==> src/rtl/watch_mode_ctrl_if.sv <==
// Mode, event and display bus between the watch mode controller (master)
// and the clock/stopwatch/alarm sub-blocks (slave).
interface watch_mode_ctrl_if;
    logic [23:0] disp_clk;
    logic [23:0] disp_sw;
    logic [23:0] disp_alm;
    logic [1:0]  mode;
    logic        mode_chg;
    logic [2:0]  a_pulse;
    logic [2:0]  a_long;
    logic [2:0]  b_pulse;
    logic [23:0] digits;

    modport master (
        input  disp_clk, disp_sw, disp_alm,
        output mode, mode_chg, a_pulse, a_long, b_pulse, digits
    );

    modport slave (
        output disp_clk, disp_sw, disp_alm,
        input  mode, mode_chg, a_pulse, a_long, b_pulse, digits
    );
endinterface

==> src/rtl/watch_mode_ctrl.sv <==
// Watch mode controller: debounces KEY[2:0], steps CLOCK->STOPWATCH->ALARM, routes button
// events to the owning mode and muxes its digits. Define AUTO_RETURN_EN for ALARM idle return.
module watch_mode_ctrl #(
    parameter int unsigned DEBOUNCE_CYC = 32'd500000,
    parameter int unsigned LONG_CYC     = 32'd50000000,
    parameter int unsigned IDLE_CYC     = 32'd500000000
) (
    input  logic              CLOCK_50,
    input  logic              RESET_N,
    input  logic [2:0]        KEY,
    watch_mode_ctrl_if.master bus
);
    localparam int DB_W   = $clog2(DEBOUNCE_CYC + 32'd1);
    localparam int LONG_W = $clog2(LONG_CYC + 32'd1);
    localparam logic [DB_W-1:0]   DB_LAST   = DB_W'(DEBOUNCE_CYC - 32'd1);
    localparam logic [LONG_W-1:0] LONG_LAST = LONG_W'(LONG_CYC - 32'd1);
    localparam logic [LONG_W-1:0] LONG_MAX  = LONG_W'(LONG_CYC);

    if (DEBOUNCE_CYC < 32'd2 || LONG_CYC < 32'd2 || IDLE_CYC < 32'd2) begin : g_param_check
        $error("watch_mode_ctrl: cycle parameters must be at least 2");
    end

    typedef enum logic [1:0] {
        MODE_CLOCK = 2'd0,
        MODE_SW    = 2'd1,
        MODE_ALARM = 2'd2,
        MODE_BAD   = 2'd3
    } mode_e;

    function automatic logic [2:0] mode_onehot(input logic [1:0] m);
        case (m)
            2'd0:    mode_onehot = 3'b001;
            2'd1:    mode_onehot = 3'b010;
            2'd2:    mode_onehot = 3'b100;
            default: mode_onehot = 3'b000;
        endcase
    endfunction

    // Button levels are kept active-high (1 = pressed) from the first flop onwards.
    logic [2:0]      sync1_r, sync2_r, deb_r, armed_r;
    logic [1:0]      vld_r;
    logic [DB_W-1:0] db_cnt_r [3];
    logic [2:0]      tog_s, press_s, rel_s;
    mode_e           state_r, state_s;
    logic            chg_s, idle_hit_s, short_s, long_s;
    logic [2:0]      own_s;
    logic            a_act_r;
    logic [LONG_W-1:0] hold_r;
    logic            mode_chg_r;
    logic [2:0]      a_pulse_r, a_long_r, b_pulse_r;
    logic [23:0]     digits_r;

    // Debounced edges; a key held through reset stays unarmed until seen released.
    always_comb begin
        tog_s   = 3'b000;
        press_s = 3'b000;
        rel_s   = 3'b000;
        for (int i = 0; i < 3; i++) begin
            tog_s[i]   = (sync2_r[i] != deb_r[i]) && (db_cnt_r[i] == DB_LAST);
            press_s[i] = tog_s[i] && !deb_r[i] && armed_r[i];
            rel_s[i]   = tog_s[i] && deb_r[i];
        end
    end

    // Synchroniser, debounce counters and post-reset arming.
    always_ff @(posedge CLOCK_50 or negedge RESET_N) begin
        if (!RESET_N) begin
            sync1_r <= 3'b000;
            sync2_r <= 3'b000;
            deb_r   <= 3'b000;
            armed_r <= 3'b000;
            vld_r   <= 2'b00;
            for (int i = 0; i < 3; i++) db_cnt_r[i] <= {DB_W{1'b0}};
        end else begin
            sync1_r <= ~KEY;
            sync2_r <= sync1_r;
            vld_r   <= {vld_r[0], 1'b1};
            armed_r <= armed_r | ({3{vld_r[1]}} & ~sync2_r);
            deb_r   <= deb_r ^ tog_s;
            for (int i = 0; i < 3; i++) begin
                if ((sync2_r[i] == deb_r[i]) || tog_s[i]) db_cnt_r[i] <= {DB_W{1'b0}};
                else                                      db_cnt_r[i] <= db_cnt_r[i] + DB_W'(1'b1);
            end
        end
    end

`ifdef AUTO_RETURN_EN
    localparam int IDLE_W = $clog2(IDLE_CYC + 32'd1);
    localparam logic [IDLE_W-1:0] IDLE_LAST = IDLE_W'(IDLE_CYC - 32'd1);
    logic [IDLE_W-1:0] idle_r;

    assign idle_hit_s = (state_r == MODE_ALARM) && !(|tog_s) && (idle_r == IDLE_LAST);

    // ALARM inactivity counter; any debounced edge restarts it.
    always_ff @(posedge CLOCK_50 or negedge RESET_N) begin
        if (!RESET_N)                                                  idle_r <= {IDLE_W{1'b0}};
        else if ((state_r != MODE_ALARM) || (|tog_s) || idle_hit_s)   idle_r <= {IDLE_W{1'b0}};
        else                                                           idle_r <= idle_r + IDLE_W'(1'b1);
    end
`else
    assign idle_hit_s = 1'b0;
`endif

    // Mode state register.
    always_ff @(posedge CLOCK_50 or negedge RESET_N) begin
        if (!RESET_N) state_r <= MODE_CLOCK;
        else          state_r <= state_s;
    end

    // Next mode; the illegal encoding recovers to CLOCK.
    always_comb begin
        state_s = state_r;
        chg_s   = 1'b0;
        case (state_r)
            MODE_CLOCK: if (press_s[2]) state_s = MODE_SW;    else state_s = MODE_CLOCK;
            MODE_SW:    if (press_s[2]) state_s = MODE_ALARM; else state_s = MODE_SW;
            MODE_ALARM: if (press_s[2] || idle_hit_s) state_s = MODE_CLOCK; else state_s = MODE_ALARM;
            default:    state_s = MODE_CLOCK;
        endcase
        chg_s = (state_s != state_r);
    end

    // Event qualification for the current owner.
    always_comb begin
        own_s   = mode_onehot(state_r);
        short_s = a_act_r && rel_s[0] && (hold_r < LONG_MAX);
        long_s  = a_act_r && !rel_s[0] && (hold_r == LONG_LAST);
    end

    // Button A hold tracker; a mode change cancels the hold in progress.
    always_ff @(posedge CLOCK_50 or negedge RESET_N) begin
        if (!RESET_N) begin
            a_act_r <= 1'b0;
            hold_r  <= {LONG_W{1'b0}};
        end else if (chg_s || rel_s[0]) begin
            a_act_r <= 1'b0;
            hold_r  <= {LONG_W{1'b0}};
        end else if (press_s[0]) begin
            a_act_r <= 1'b1;
            hold_r  <= {LONG_W{1'b0}};
        end else if (a_act_r && (hold_r != LONG_MAX)) begin
            a_act_r <= 1'b1;
            hold_r  <= hold_r + LONG_W'(1'b1);
        end else begin
            a_act_r <= a_act_r;
            hold_r  <= hold_r;
        end
    end

    // Registered outputs: events lose to a simultaneous mode change.
    always_ff @(posedge CLOCK_50 or negedge RESET_N) begin
        if (!RESET_N) begin
            mode_chg_r <= 1'b0;
            a_pulse_r  <= 3'b000;
            a_long_r   <= 3'b000;
            b_pulse_r  <= 3'b000;
            digits_r   <= 24'h000000;
        end else begin
            mode_chg_r <= chg_s;
            a_pulse_r  <= (short_s && !chg_s)    ? own_s : 3'b000;
            a_long_r   <= (long_s && !chg_s)     ? own_s : 3'b000;
            b_pulse_r  <= (press_s[1] && !chg_s) ? own_s : 3'b000;
            case (state_r)
                MODE_CLOCK: digits_r <= bus.disp_clk;
                MODE_SW:    digits_r <= bus.disp_sw;
                MODE_ALARM: digits_r <= bus.disp_alm;
                default:    digits_r <= 24'h000000;
            endcase
        end
    end

    assign bus.mode     = state_r;
    assign bus.mode_chg = mode_chg_r;
    assign bus.a_pulse  = a_pulse_r;
    assign bus.a_long   = a_long_r;
    assign bus.b_pulse  = b_pulse_r;
    assign bus.digits   = digits_r;
endmodule

==> src/flat_wrapper.sv <==
// flat-port wrapper written by rule: the top's interface ports become plain ports
module watch_mode_ctrl_flat 
#(
    parameter int unsigned DEBOUNCE_CYC = 32'd500000,
    parameter int unsigned LONG_CYC     = 32'd50000000,
    parameter int unsigned IDLE_CYC     = 32'd500000000
)
  (CLOCK_50, RESET_N, KEY, bus_disp_clk, bus_disp_sw, bus_disp_alm, bus_mode, bus_mode_chg, bus_a_pulse, bus_a_long, bus_b_pulse, bus_digits);
  watch_mode_ctrl_if bus_i ();
  input  logic CLOCK_50;
  input  logic RESET_N;
  input  logic [2:0] KEY;
  input wire logic [$bits(bus_i.disp_clk)-1:0] bus_disp_clk;
  input wire logic [$bits(bus_i.disp_sw)-1:0] bus_disp_sw;
  input wire logic [$bits(bus_i.disp_alm)-1:0] bus_disp_alm;
  output wire logic [$bits(bus_i.mode)-1:0] bus_mode;
  output wire logic [$bits(bus_i.mode_chg)-1:0] bus_mode_chg;
  output wire logic [$bits(bus_i.a_pulse)-1:0] bus_a_pulse;
  output wire logic [$bits(bus_i.a_long)-1:0] bus_a_long;
  output wire logic [$bits(bus_i.b_pulse)-1:0] bus_b_pulse;
  output wire logic [$bits(bus_i.digits)-1:0] bus_digits;
  assign bus_i.disp_clk = bus_disp_clk;
  assign bus_i.disp_sw = bus_disp_sw;
  assign bus_i.disp_alm = bus_disp_alm;
  assign bus_mode = bus_i.mode;
  assign bus_mode_chg = bus_i.mode_chg;
  assign bus_a_pulse = bus_i.a_pulse;
  assign bus_a_long = bus_i.a_long;
  assign bus_b_pulse = bus_i.b_pulse;
  assign bus_digits = bus_i.digits;
  watch_mode_ctrl #(.DEBOUNCE_CYC(DEBOUNCE_CYC), .LONG_CYC(LONG_CYC), .IDLE_CYC(IDLE_CYC)) u_core (.CLOCK_50(CLOCK_50), .RESET_N(RESET_N), .KEY(KEY), .bus(bus_i));
endmodule
==> config.mk <==
export PLATFORM = sky130hd
export DESIGN_NAME = watch_mode_ctrl_flat
export DESIGN_NICKNAME = d
export VERILOG_FILES = /design/src/rtl/watch_mode_ctrl_if.sv /design/src/rtl/watch_mode_ctrl.sv /design/src/flat_wrapper.sv
export SDC_FILE = /design/constraint.sdc
export NUM_CORES = 1
export LEC_CHECK = 0
export ABC_AREA = 1
export CAP_MARGIN = 20
export CORE_MARGIN = 2
export CORE_UTILIZATION = 50
export CTS_CLUSTER_DIAMETER = 200
export DETAILED_ROUTE_END_ITERATION = 8
export GPL_TIMING_DRIVEN = 0
export PLACE_DENSITY = 0.87
export SYNTH_ARGS = -nofsm -noshare
export SYNTH_HDL_FRONTEND = slang
export SYNTH_SLANG_ARGS = --single-unit
==> constraint.sdc <==
create_clock -name CLOCK_50 -period 1.8 [get_ports CLOCK_50]
set_input_delay 0.54 -clock CLOCK_50 [delete_from_list [all_inputs] [get_ports CLOCK_50]]
set_output_delay 0.54 -clock CLOCK_50 [all_outputs]
set_load 0.02 [all_outputs]
; ---- Yosys cells after proc, flatten, opt, wreduce, memory -nomap -nowiden
; Index checks and enable logic that the tools add are counted.
[classes]
bitwise_logic = 5
reduce_logical = 29
n_eq_ne = 14
magnitude_cmp = 1
n_addsub = 4
n_mux = 18
[op_table]
columns = op, count
row1 = 26-bit two-way mux, 3
row2 = 24-bit one-hot mux with 3 select lines, 1
row3 = "19-bit by 1-bit adder with 19-bit output, second input constant", 3
row4 = "19-bit equality test, second input constant", 3
row5 = 19-bit two-way mux, 3
row6 = "26-bit by 1-bit adder with 26-bit output, second input constant", 1
row7 = "26-bit equality test, second input constant", 1
row8 = "26-bit less-than comparator, second input constant", 1
row9 = "26-bit != test, second input constant", 1
row10 = 1-bit logical AND, 18
row11 = 3-bit two-way mux, 3
row12 = 3-bit one-hot mux with 3 select lines, 1
row13 = 3-bit NOT, 2
row14 = 2-bit one-hot mux with 3 select lines, 1
row15 = 1-bit zero test, 5
row16 = 1-bit logical OR, 4
row17 = 1-bit two-way mux, 4
row18 = 2-bit two-way mux, 2
row19 = 3-bit AND, 1
row20 = 1-bit equality test, 3
row21 = 1-bit != test, 3
row22 = 3-bit bitwise OR, 1
row23 = 3-bit nonzero test, 1
row24 = 3-bit XOR, 1
row25 = other kinds (4), 4
[totals]
in_bits = 77
elab_cells = 87
out_inout_bits = 36
regBits = 134

; ---- Longest topological paths before layout
; Gate-level depths: netlist of the first run.
[depth]
ltp_word = 10
mapped_depth = 12
mapped_depth_nobuf = 12

; ---- Least setup slack after synthesis of the first run
; No wires, ideal clock.
[synth_path]
path_type = flip-flop to flip-flop
from = register u_core.db_cnt_r[0] (netlist bit)
to = register u_core.hold_r[13]
arrival_time_ps = 1493
required_ps = 1680
path_buffers = 1
path_slack_ps = 188
path_stages_with_launch = 12
setup_ps = 120
cell_sequence = dfrtp_1 -> ha_1 -> nand2_1 -> nor2_2 -> inv_1 -> nor2_1 -> nand3_2 -> nand3_2 -> nor2_4 -> buf_6 -> nand3_1 -> nand2_1
[synth_via]
elab_chain_len = 9
word_cells_on_any_way = 12
cone_classes = eq/ne: 2 / mux: 5 / reduce/logical: 5
[synth_lines]
columns = item, line
row1 = start: declaration, watch_mode_ctrl.sv:42  ; logic [DB_W-1:0] db_cnt_r [3];
row2 = start signal: indexed assignment, watch_mode_ctrl.sv:81  ; if ((sync2_r[i] == deb_r[i]) || tog_s[i]) db_cnt_r[i] <= {DB_W{1'b0}};
row3 = start signal: indexed assignment, watch_mode_ctrl.sv:82  ; else db_cnt_r[i] <= db_cnt_r[i] + DB_W'(1'b1);
row4 = 19-bit equality test (*), watch_mode_ctrl.sv:59  ; tog_s[i] = (sync2_r[i] != deb_r[i]) && (db_cnt_r[i] == DB_LAST);
row5 = 1-bit logical AND (*), watch_mode_ctrl.sv:59
row6 = 1-bit logical AND (*) (2 in series), watch_mode_ctrl.sv:60  ; press_s[i] = tog_s[i] && !deb_r[i] && armed_r[i];
row7 = "2-bit two-way mux, or another cell as far along", watch_mode_ctrl.sv:116  ; MODE_SW: if (press_s[2]) state_s = MODE_ALARM; else state_s = MODE_SW;
row8 = 2-bit one-hot mux with 3 select lines (*), watch_mode_ctrl.sv:114  ; case (state_r)
row9 = 2-bit != test (*), watch_mode_ctrl.sv:120  ; chg_s = (state_s != state_r);
row10 = 1-bit logical OR (*), watch_mode_ctrl.sv:135  ; end else if (chg_s || rel_s[0]) begin
row11 = 3-bit nonzero test (no source line) or 26-bit two-way mux (tied branches), -
row12 = end signal: assignment, watch_mode_ctrl.sv:134  ; hold_r <= {LONG_W{1'b0}};
row13 = end signal: assignment, watch_mode_ctrl.sv:137  ; hold_r <= {LONG_W{1'b0}};
row14 = end signal: assignment, watch_mode_ctrl.sv:140  ; hold_r <= {LONG_W{1'b0}};
row15 = end: declaration, watch_mode_ctrl.sv:48  ; logic [LONG_W-1:0] hold_r;
; Mark *: on every way between the ends. The rest lies on a longest branch, timed or not.
; A chain may end at the register's enable or synchronous reset.

; ---- Final worst setup path of the first run
[layout_path]
from = register u_core.db_cnt_r[1] (netlist bit)
to = register u_core.hold_r[6]
; The elaborated chain is that of the path after synthesis.

==> results.yml, run 1 <==
status:
  outcome: "finished clean"
timing:
  maxSlewViolCount: 0
  finalSetupViolCount: 0
  skew_ps: 11.4
  period_share_pct: 99.3
  hold_viol: 0
  rsz0062_at_grt: "yes"
  max_freq_mhz: 559
  layout_setup_ws_ps: 11.8
  finalCriticalPeriod_ps: 1790
yosys:
  syn_nets: 1007
  synth_top_cell_area_share_pct: 47.5
  synthCells: 925
  seq_area_frac_synth_pct: 47.5
  ys_top_cells_by_area: "dfrtp_1 48%, nand2_1 13%, nor2_1 8.8%"
  synth_edf_count: 0
  avgSynthCellArea_um2: 7.63
  ys_top_cells_by_count: "238 x nand2_1, 165 x nor2_1, 134 x dfrtp_1"
  synth_most_common_cell: "nand2_1"
  synth_seq_cells: 134
  ys.warnings.count: 0
  synthArstFlopShare_pct: 100
  syn_area_um2: 7060
  synth_ff_type: "dfrtp_1"
  yosysTopAreaCell: "dfrtp_1"
  ys_types: 37
pwr:
  finalPower_mw: 7.20
  vdd_drop_max_v: 0.000731
  p_leak_nw: 4.20
  power_density_nw_per_um2: 770
critical_path:
  path_class: "reg -> reg"
  crit_path_start_kind: "flip-flop"
  cp_cell_sequence: "ha_4, nand2_2, nor2_4, inv_2, nor2_2, nand3_2, nand3_4, nor2_4, buf_4, nand3_1, nand2_1"
  r2r_slack_ps: 10
  crit_family: "simple AND/OR/NAND/NOR gates"
  cp.required_ps: 2110
  arrival_ps: 2100
  crit_fanout: 6
  cp_common_cell: "nor2_4"
  cp_slowest_stage_delay_ps: 430
  cp_slowest_cell: "dfrtp_1"
  endpoint_kind: "flip-flop"
  critPathBufInv: 2
floorplanning:
  num_rows: 43
  dieHeight_um: 123
  die-area_um2: 15100
  die_w_um: 123
  io_pins: 113
  core_um2: 13800
  start_util_pct: 51.0
global_routing:
  grt_max_degree: 93
  antenna_found_initial: 0
  grt_pass1_wl_um: 29800
  grt_pass1_vias: 6316
  grt_use_total_pct: 25.1
  overflow: 0
placed_design:
  place_congestion: 0.922
  io_buffers: 112
  post-place-ws_ps: -169
  dpl_cell_area_um2: 8430
  hpwlAfterDp_um: 12800
hold_path:
  hp-class: "in -> async"
drt:
  drc_errors: 0
  wirelength_um: 19200
  avgViaCountPerCell: 5.36
  wl_per_cell_um: 15.1
  vias: 6820
  antenna_left: 0
  detail_route.iter0.violations: 558
  dr.pass1.iters: 6
final_layout:
  diodes: 0
  drive_above_1_share_pct: 12.4
  final_nets: 1161
  fin_area_um2: 9350
  fin_util_pct: 67.6
  area_growth_syn_to_layout_pct: 32.5
  fill_cells: 1029
clock_tree:
  clk_latency_ps: 420
  cts_inserted_buffers: 17
  cts_root_buf: "clkbuf_16"
  clk_pin_slew_ps: 60
  postCtsHoldBufs: 0
  clk_path_buf_depth: 2
  cts_tree: "yes"
  cts_sinks: 134
  h-tree-depth: 4
job:
  maxCapViolCount: 0
[repair_timing]
action | in CTS | in global routing
gates cloned | 0 | 2
pin swaps | 1 | 10
resized for setup | 48 | 42
buffers inserted | 4 | 16
endpoints found under the setup margin | 96 | 80
[state kept, by name, summed over array words and instances, names as in the netlist, named ones only]
name / count
u_core.bus.a_long: 3
u_core.bus.a_pulse: 3
u_core.bus.b_pulse: 3
u_core.bus.mode_chg: 1
u_core.a_act_r: 1
u_core.sync1_r: 3
u_core.vld_r: 2
u_core.bus.digits: 24
u_core.db_cnt_r: 57
u_core.hold_r: 26
u_core.armed_r: 3
u_core.bus.mode: 2
u_core.sync2_r: 3
[layout by cell type, fill, tap and decap left out, types with 13 or more instances in the layout]
cell type	netlist	final
nand4_1	32	32
nand2_1	238	233
nor3_1	32	28
clkbuf_16	0	17
nor2_2	8	16
xor2_1	30	30
dlygate4sd2_1	0	35
nand3_1	85	82
inv_1	93	91
nor2_1	165	154
a21oi_1	15	15
clkdlybuf4s50_1	0	75
dfrtp_1	134	132
buf_4	3	25
o21ai_0	13	13
[where the power goes]
group / internal, mW / switching [mW] / leakage, nW
Sequential: 3.06 / 0.0311 / 1.77
Combinational: 0.230 / 0.203 / 2.12
Clock: 2.25 / 1.41 / 0.303
[final timing paths]
path / from / end / cells past startpoint
max: u_core.db_cnt_r[1]$_DFF_PN0_ / u_core.hold_r[6]$_DFFE_PN0P_ / 11
max in group asynchronous: RESET_N / u_core.hold_r[21]$_DFFE_PN0P_ / 2
min in group CLOCK_50: u_core.vld_r[0]$_DFF_PN0_ / u_core.vld_r[1]$_DFF_PN0_ / 0
min: RESET_N / u_core.db_cnt_r[46]$_DFF_PN0_ / 1
max reg2reg: u_core.db_cnt_r[1]$_DFF_PN0_ / u_core.hold_r[6]$_DFFE_PN0P_ / 11
min reg2reg: u_core.vld_r[0]$_DFF_PN0_ / u_core.vld_r[1]$_DFF_PN0_ / 0
[logic make-up after synthesis]
family,after synthesis,synth area share (%)
AOI/OAI and AO/OA,42,3.35
xor gates and xnor gates,31,3.85
adders and majority gates,5,0.887
buffers and inverters,115,6.81
DFF,134,47.5
other,1,0.0531
and+or+nand+nor,597,37.5
[per-layer routing]
metal | track usage (%) | routed length (um) | vias to the layer above
met4 | 8.26 | 388 | 0
met1 | 33.6 | 7760 | 3254
li1 | - | - | 3267
met3 | 5.20 | 1130 | 43
met2 | 40.8 | 9930 | 256
met5 | 0 | 0 | -
[metrics by stage]
stage	std cells	TNS, ps	hold WS, ps
after floorplan	925	0	244
after global placement	1217	-672830	334
after detailed placement	1218	-3260	349
after CTS	1254	-15.9	50.1
after global routing	1272	-1070	67.4
final	1272	0	41.6
[area by class of cell]
cell class / count / area (um2) / share of cell area [%]
clock buffer: 18 / 439 / 4.70
multi-input combinational: 676 / 3390 / 36.3
tap: 180 / 225 / 2.41
clock inverter: 14 / 185 / 1.98
inverter: 98 / 370 / 3.96
sequential: 134 / 3360 / 35.9
timing repair buffer: 135 / 1270 / 13.5
buffer: 17 / 119 / 1.27
Power figures use the tool's default switching activity.
==> run 2: changes to the inputs <==
--- a/config.mk
+++ b/config.mk
@@ -5,14 +5,13 @@
 export SDC_FILE = /design/constraint.sdc
 export NUM_CORES = 1
 export LEC_CHECK = 0
-export ABC_AREA = 1
 export CAP_MARGIN = 20
 export CORE_MARGIN = 2
 export CORE_UTILIZATION = 50
 export CTS_CLUSTER_DIAMETER = 200
 export DETAILED_ROUTE_END_ITERATION = 8
-export GPL_TIMING_DRIVEN = 0
-export PLACE_DENSITY = 0.87
+export GPL_TIMING_DRIVEN = 1
+export PLACE_DENSITY = 0.89
 export SYNTH_ARGS = -nofsm -noshare
 export SYNTH_HDL_FRONTEND = slang
 export SYNTH_SLANG_ARGS = --single-unit
==> results.yml, run 2 <==
critical_path:
  crit_path_start_kind: "flip-flop"
  cp_slowest_stage_delay_ps: 600
  cp.required_ps: 2110
  endpoint_kind: "flip-flop"
  r2r_end: "u_core.hold_r[1]$_DFFE_PN0P_"
  path_class: "reg -> reg"
  cp_cell_sequence: "nand4b_1, or4b_4, o31ai_4, mux2i_1, nor2_1"
  reg2reg_depth: 5
  cp_slowest_cell: "or4b_4"
  arrival_ps: 2390
  worstReg2RegStart: "u_core.hold_r[24]$_DFFE_PN0P_"
  r2r_slack_ps: -280
  crit_fanout: 3
pwr:
  seq_power_share_pct: 41.7
  p_leak_nw: 4.02
  power_density_nw_per_um2: 795
  p_int_mw: 5.79
  switching_power_mw: 1.66
  vdd_drop_max_v: 0.000791
  clock_power_share_pct: 51.8
  p_sw_share_pct: 22.2
  combPwrFrac_pct: 6.5
final_layout:
  final_cell_mix: "132 x dfrtp_1, 75 x clkdlybuf4s50_1, 66 x nor2_1, 66 x buf_4, 52 x nand2_1"
  seq_area_um2: 3360
  final_nets: 885
  top_register: "u_core.db_cnt_r"
  multi_input_area_um2: 3220
  fin_util_pct: 77.4
  drive_above_1_share_pct: 24.3
  largest_reg_flops: 57
  final_common_cell: "dfrtp_1"
  diodes: 0
  area_growth_syn_to_layout_pct: 50.5
  fill_cells: 674
yosys:
  synth_edf_count: 0
  ys_types: 45
  synth_most_common_cell: "dfrtp_1"
  ys_top_cells_by_count: "134 x dfrtp_1, 107 x nor2_1, 53 x nand2_1"
  synth_seq_cells: 134
  syn_nets: 697
  synthArstFlopShare_pct: 100
  ys.warnings.count: 0
  ys_top_cells_by_area: "dfrtp_1 54%, nor2_1 6.4%, xnor2_1 5.8%"
  avgSynthCellArea_um2: 10.1
  synth_top_cell_area_share_pct: 53.8
  synth_ff_type: "dfrtp_1"
  yosysTopAreaCell: "dfrtp_1"
  synthCells: 615
  syn_area_um2: 6230
  seq_area_frac_synth_pct: 53.8
timing:
  worst_pin_slew_ps: 592
  maxSlewViolCount: 0
  finalCriticalPeriod_ps: 2080
  finalSetupViolCount: 55
  max_freq_mhz: 482
  rsz0062_at_grt: "yes"
  max_slew_margin_pct: 60.5
  layout_setup_ws_ps: -275
  skew_ps: 7.17
  hold_viol: 0
  period_share_pct: 115
  timing.setup.tns_ps: -7130
job:
  maxCapViolCount: 0
clock_tree:
  cts_sinks: 134
  cts_inserted_buffers: 17
  cts_root_buf: "clkbuf_16"
  clk_pin_slew_ps: 70
  cts_tree: "yes"
  h-tree-depth: 4
  postCtsHoldBufs: 0
  clk_latency_ps: 430
  clk_path_buf_depth: 2
drt:
  wl_per_cell_um: 21.7
  vias: 5800
  wirelength_um: 21300
  dr.pass1.iters: 5
  avgViaCountPerCell: 5.89
  detail_route.iter0.violations: 594
  antenna_left: 0
  drc_errors: 0
floorplanning:
  start_util_pct: 51.4
  num_rows: 40
  core_um2: 12100
  io_pins: 113
  dieHeight_um: 116
  die-area_um2: 13400
  die_w_um: 116
global_routing:
  overflow: 0
  grt_pass1_wl_um: 28900
  grt_use_total_pct: 28.5
  grt_pass1_vias: 5742
  antenna_found_initial: 0
  grt_max_degree: 38
status:
  outcome: "complete, but fails checks"
  failed_checks: "setup timing"
placed_design:
  hpwlAfterDp_um: 11900
  place_congestion: 0.970
  io_buffers: 112
hold_path:
  hp-class: "in -> async"
[run 2: worst max path at each step]
stage / start / endpoint / slack, ps / cells after the start
2_1_floorplan: u_core.hold_r[11]$_DFFE_PN0P_ / u_core.hold_r[1]$_DFFE_PN0P_ / -80 / 5
3_3_place_gp: u_core.db_cnt_r[44]$_DFF_PN0_ / u_core.bus.a_pulse[0]$_DFF_PN0_ / -70 / 5
3_5_place_dp: u_core.hold_r[11]$_DFFE_PN0P_ / u_core.hold_r[2]$_DFFE_PN0P_ / -130 / 5
4_1_cts: u_core.hold_r[11]$_DFFE_PN0P_ / u_core.hold_r[1]$_DFFE_PN0P_ / -130 / 5
5_1_grt: u_core.hold_r[24]$_DFFE_PN0P_ / u_core.hold_r[1]$_DFFE_PN0P_ / -290 / 5
6_report: u_core.hold_r[24]$_DFFE_PN0P_ / u_core.hold_r[1]$_DFFE_PN0P_ / -280 / 5
[run 2: area by class of cell]
type,instances,area share (%)
inverters,21,0.841
repair buffers,192,19.8
clock buffers,17,4.54
multi-input cells,437,34.4
clock inverters,15,2.40
flip-flops and latches,134,35.8
well taps,168,2.24
[run 2: routing by layer]
layer  vias up  track usage, %  share of wire (%)
li1       2458               -                  -
met1      2883            34.2                 36
met2       334            48.7                 52
met3       125            7.27                6.3
met4         0            12.4                5.9
met5         -               0                  0
[run 2: per-stage QoR]
stage,setup WS (ps),area [um2],total power [mW],hold slack (ps),cells
2_1_floorplan,-83.6,6250,3.26,244,615
3_3_place_gp,-65.2,8010,3.59,333,934
3_5_place_dp,-131,8010,3.60,346,934
4_1_cts,-127,8820,7.39,38.6,973
5_1_grt,-295,9370,7.66,54.5,984
6_report,-275,9370,7.45,35.7,984
[run 2: cells by family (layout without fill, tap and decap cells)]
| kind of cell | Yosys count | in the layout | synth area share [%] |
|---|---|---|---|
| AOI/OAI and AO/OA | 40 | 40 | 4.08 |
| xor gates and xnor gates | 80 | 80 | 11.2 |
| adders and majority gates | 5 | 5 | 1.00 |
| buffers and inverters | 44 | 245 | 3.07 |
| DFF | 134 | 134 | 53.8 |
| muxes | 27 | 27 | 4.38 |
| other | 1 | 1 | 0.0602 |
| and+or+nand+nor | 284 | 284 | 22.3 |
[run 2: worst max-delay path: cells and delay by family (launching register included)]
family          cells  cell delay (ps)
flops               1              400
compound gates      1              310
simple gates        3             1000
mux                 1              240
[run 2: what timing repair did]
item                       in CTS  in global routing
gates cloned                    1                  7
hold endpoints to repair        0                  0
setup endpoints to repair     100                 78
buffers inserted                6                  7
pin swaps                      11                 47
resized for setup              63                104
[run 2: power by group through the flow]
stage	combinational, mW	clock [mW]	sequential [mW]
floorplan	0.0819	0	3.18
global placement	0.438	0	3.15
detailed placement	0.451	0	3.15
CTS	0.442	3.85	3.10
global route	0.522	4.03	3.11
finish	0.487	3.86	3.10
==> run 3: changes to the inputs <==
==> constraint.sdc (replaced) <==
create_clock -name CLOCK_50 -period 1.8 [get_ports CLOCK_50]
set_input_delay 0.27 -clock CLOCK_50 [delete_from_list [all_inputs] [get_ports CLOCK_50]]
set_output_delay 0.27 -clock CLOCK_50 [all_outputs]
set_load 0.02 [all_outputs]
==> results.yml, run 3 (synthesis results as in run 2) <==
status:
  outcome: "complete, but fails checks"
  failed_checks: "setup timing"
clock_tree:
  h-tree-depth: 4
  clk_pin_slew_ps: 60
  cts_sinks: 134
  cts_root_buf: "clkbuf_16"
  clk_latency_ps: 440
  cts_tree: "yes"
  clk_path_buf_depth: 2
  cts_inserted_buffers: 17
critical_path:
  arrival_ps: 2420
  path_class: "reg -> reg"
  cp_slowest_cell: "or4_4"
  cp_slowest_stage_delay_ps: 560
  worstSetupStartpoint: "u_core.hold_r[10]$_DFFE_PN0P_"
  crit_fanout: 3
  r2r_end: "u_core.hold_r[1]$_DFFE_PN0P_"
  cp.required_ps: 2120
  critPathBufInv: 0
  cp_cell_sequence: "or4_4, or3_4, o31ai_4, mux2i_1, nor2_1"
  crit_path_start_kind: "flip-flop"
  endpoint_kind: "flip-flop"
  r2r_slack_ps: -300
  reg2reg_depth: 5
  worstReg2RegStart: "u_core.hold_r[10]$_DFFE_PN0P_"
  crit_family: "simple AND/OR/NAND/NOR gates"
pwr:
  p_leak_nw: 3.88
  seq_power_share_pct: 41.9
  power_density_nw_per_um2: 795
  p_sw_share_pct: 23.4
  finalPower_mw: 7.40
  switching_power_mw: 1.73
  clock_power_share_pct: 51.1
  combPwrFrac_pct: 7.0
  vdd_drop_max_v: 0.000669
  p_int_mw: 5.67
drt:
  detail_route.iter0.violations: 630
  wirelength_um: 22500
  dr.pass1.iters: 5
  drc_errors: 0
  wl_per_cell_um: 22.9
  antenna_left: 0
  avgViaCountPerCell: 6.00
  vias: 5876
final_layout:
  fin_util_pct: 76.9
  seq_area_um2: 3350
  fin_area_um2: 9310
  final_nets: 881
  largest_reg_flops: 57
  diodes: 0
  drive_above_1_share_pct: 22.5
  final_common_cell: "dfrtp_1"
  multi_input_area_um2: 3150
  area_growth_syn_to_layout_pct: 49.4
  final_cell_mix: "133 x dfrtp_1, 111 x clkdlybuf4s50_1, 76 x nor2_1"
  top_register: "u_core.db_cnt_r"
  fill_cells: 669
timing:
  finalSetupViolCount: 52
  period_share_pct: 116
  skew_ps: 10.3
  finalCriticalPeriod_ps: 2100
  timing.setup.tns_ps: -6080
  rsz0062_at_grt: "yes"
  max_slew_margin_pct: 65.6
  worst_pin_slew_ps: 511
  hold_viol: 0
  maxSlewViolCount: 0
  holdWs_ps: 319
  max_freq_mhz: 477
  layout_setup_ws_ps: -296
floorplanning:
  die_w_um: 116
  start_util_pct: 51.4
  dieHeight_um: 116
  core_um2: 12100
  die-area_um2: 13400
  num_rows: 40
  io_pins: 113
global_routing:
  grt_pass1_vias: 5980
  grt_max_degree: 37
  overflow: 0
  antenna_found_initial: 0
  grt_pass1_wl_um: 30700
  grt_use_total_pct: 30.5
hold_path:
  hp-class: "in -> reg"
  min_to: "u_core.sync1_r[1]$_DFF_PN0_"
  min_from: "KEY[1]"
  whs_path_depth: 2
placed_design:
  io_buffers: 112
  dpl_cell_area_um2: 7960
  hpwlAfterDp_um: 11900
  place_congestion: 0.871
job:
  maxCapViolCount: 0
-- run 3: cell type report --
cell class | instances | area share (%)
clock buffer | 18 | 4.61
clock inverter | 14 | 2.14
inverter | 21 | 0.847
multi-input combinational | 437 | 33.8
sequential | 134 | 36.0
tap | 168 | 2.26
timing repair buffer | 188 | 20.3
-- run 3: per-layer routing --
metal  track usage, %  vias to the layer above  share of wire (%)
li1                 -                     2446                  -
met1             35.1                     2923                 35
met2             52.0                      392                 52
met3             8.47                      115                7.3
met4             15.9                        0                5.5
met5                0                        -                  0
-- run 3: worst max path at each step --
stage / endpoint / slack [ps] / cells past startpoint
final: u_core.hold_r[1]$_DFFE_PN0P_ / -300 / 5
after global routing: u_core.hold_r[24]$_DFFE_PN0P_ / -330 / 7
after CTS: u_core.hold_r[1]$_DFFE_PN0P_ / -140 / 5
after detailed placement: u_core.bus.a_pulse[0]$_DFF_PN0_ / -160 / 5
after global placement: u_core.hold_r[1]$_DFFE_PN0P_ / -70 / 5
after floorplan: u_core.hold_r[1]$_DFFE_PN0P_ / -80 / 5
-- run 3: power groups by stage --
stage          registers (mW)  clock network (mW)  logic, mW
6_report                 3.10                3.78      0.516
3_5_place_dp             3.15                   0      0.450
4_1_cts                  3.10                3.73      0.460
2_1_floorplan            3.18                   0     0.0819
3_3_place_gp             3.15                   0      0.434
5_1_grt                  3.11                3.91      0.544
-- run 3: stage by stage --
step	worst slack (ps)	instances
after floorplan	-83.6	615
after global placement	-66.2	928
after detailed placement	-163	928
after CTS	-138	970
after global routing	-327	980
final	-296	980
-- run 3: timing repair --
item                                    CTS  global route
hold buffers                              1             0
endpoints found under the setup margin   34            94
buffers inserted                          7             7
gates resized for setup                  34            81
cloned                                    2             5
pin swaps                                 9            31
endpoints found under the hold margin    31             0
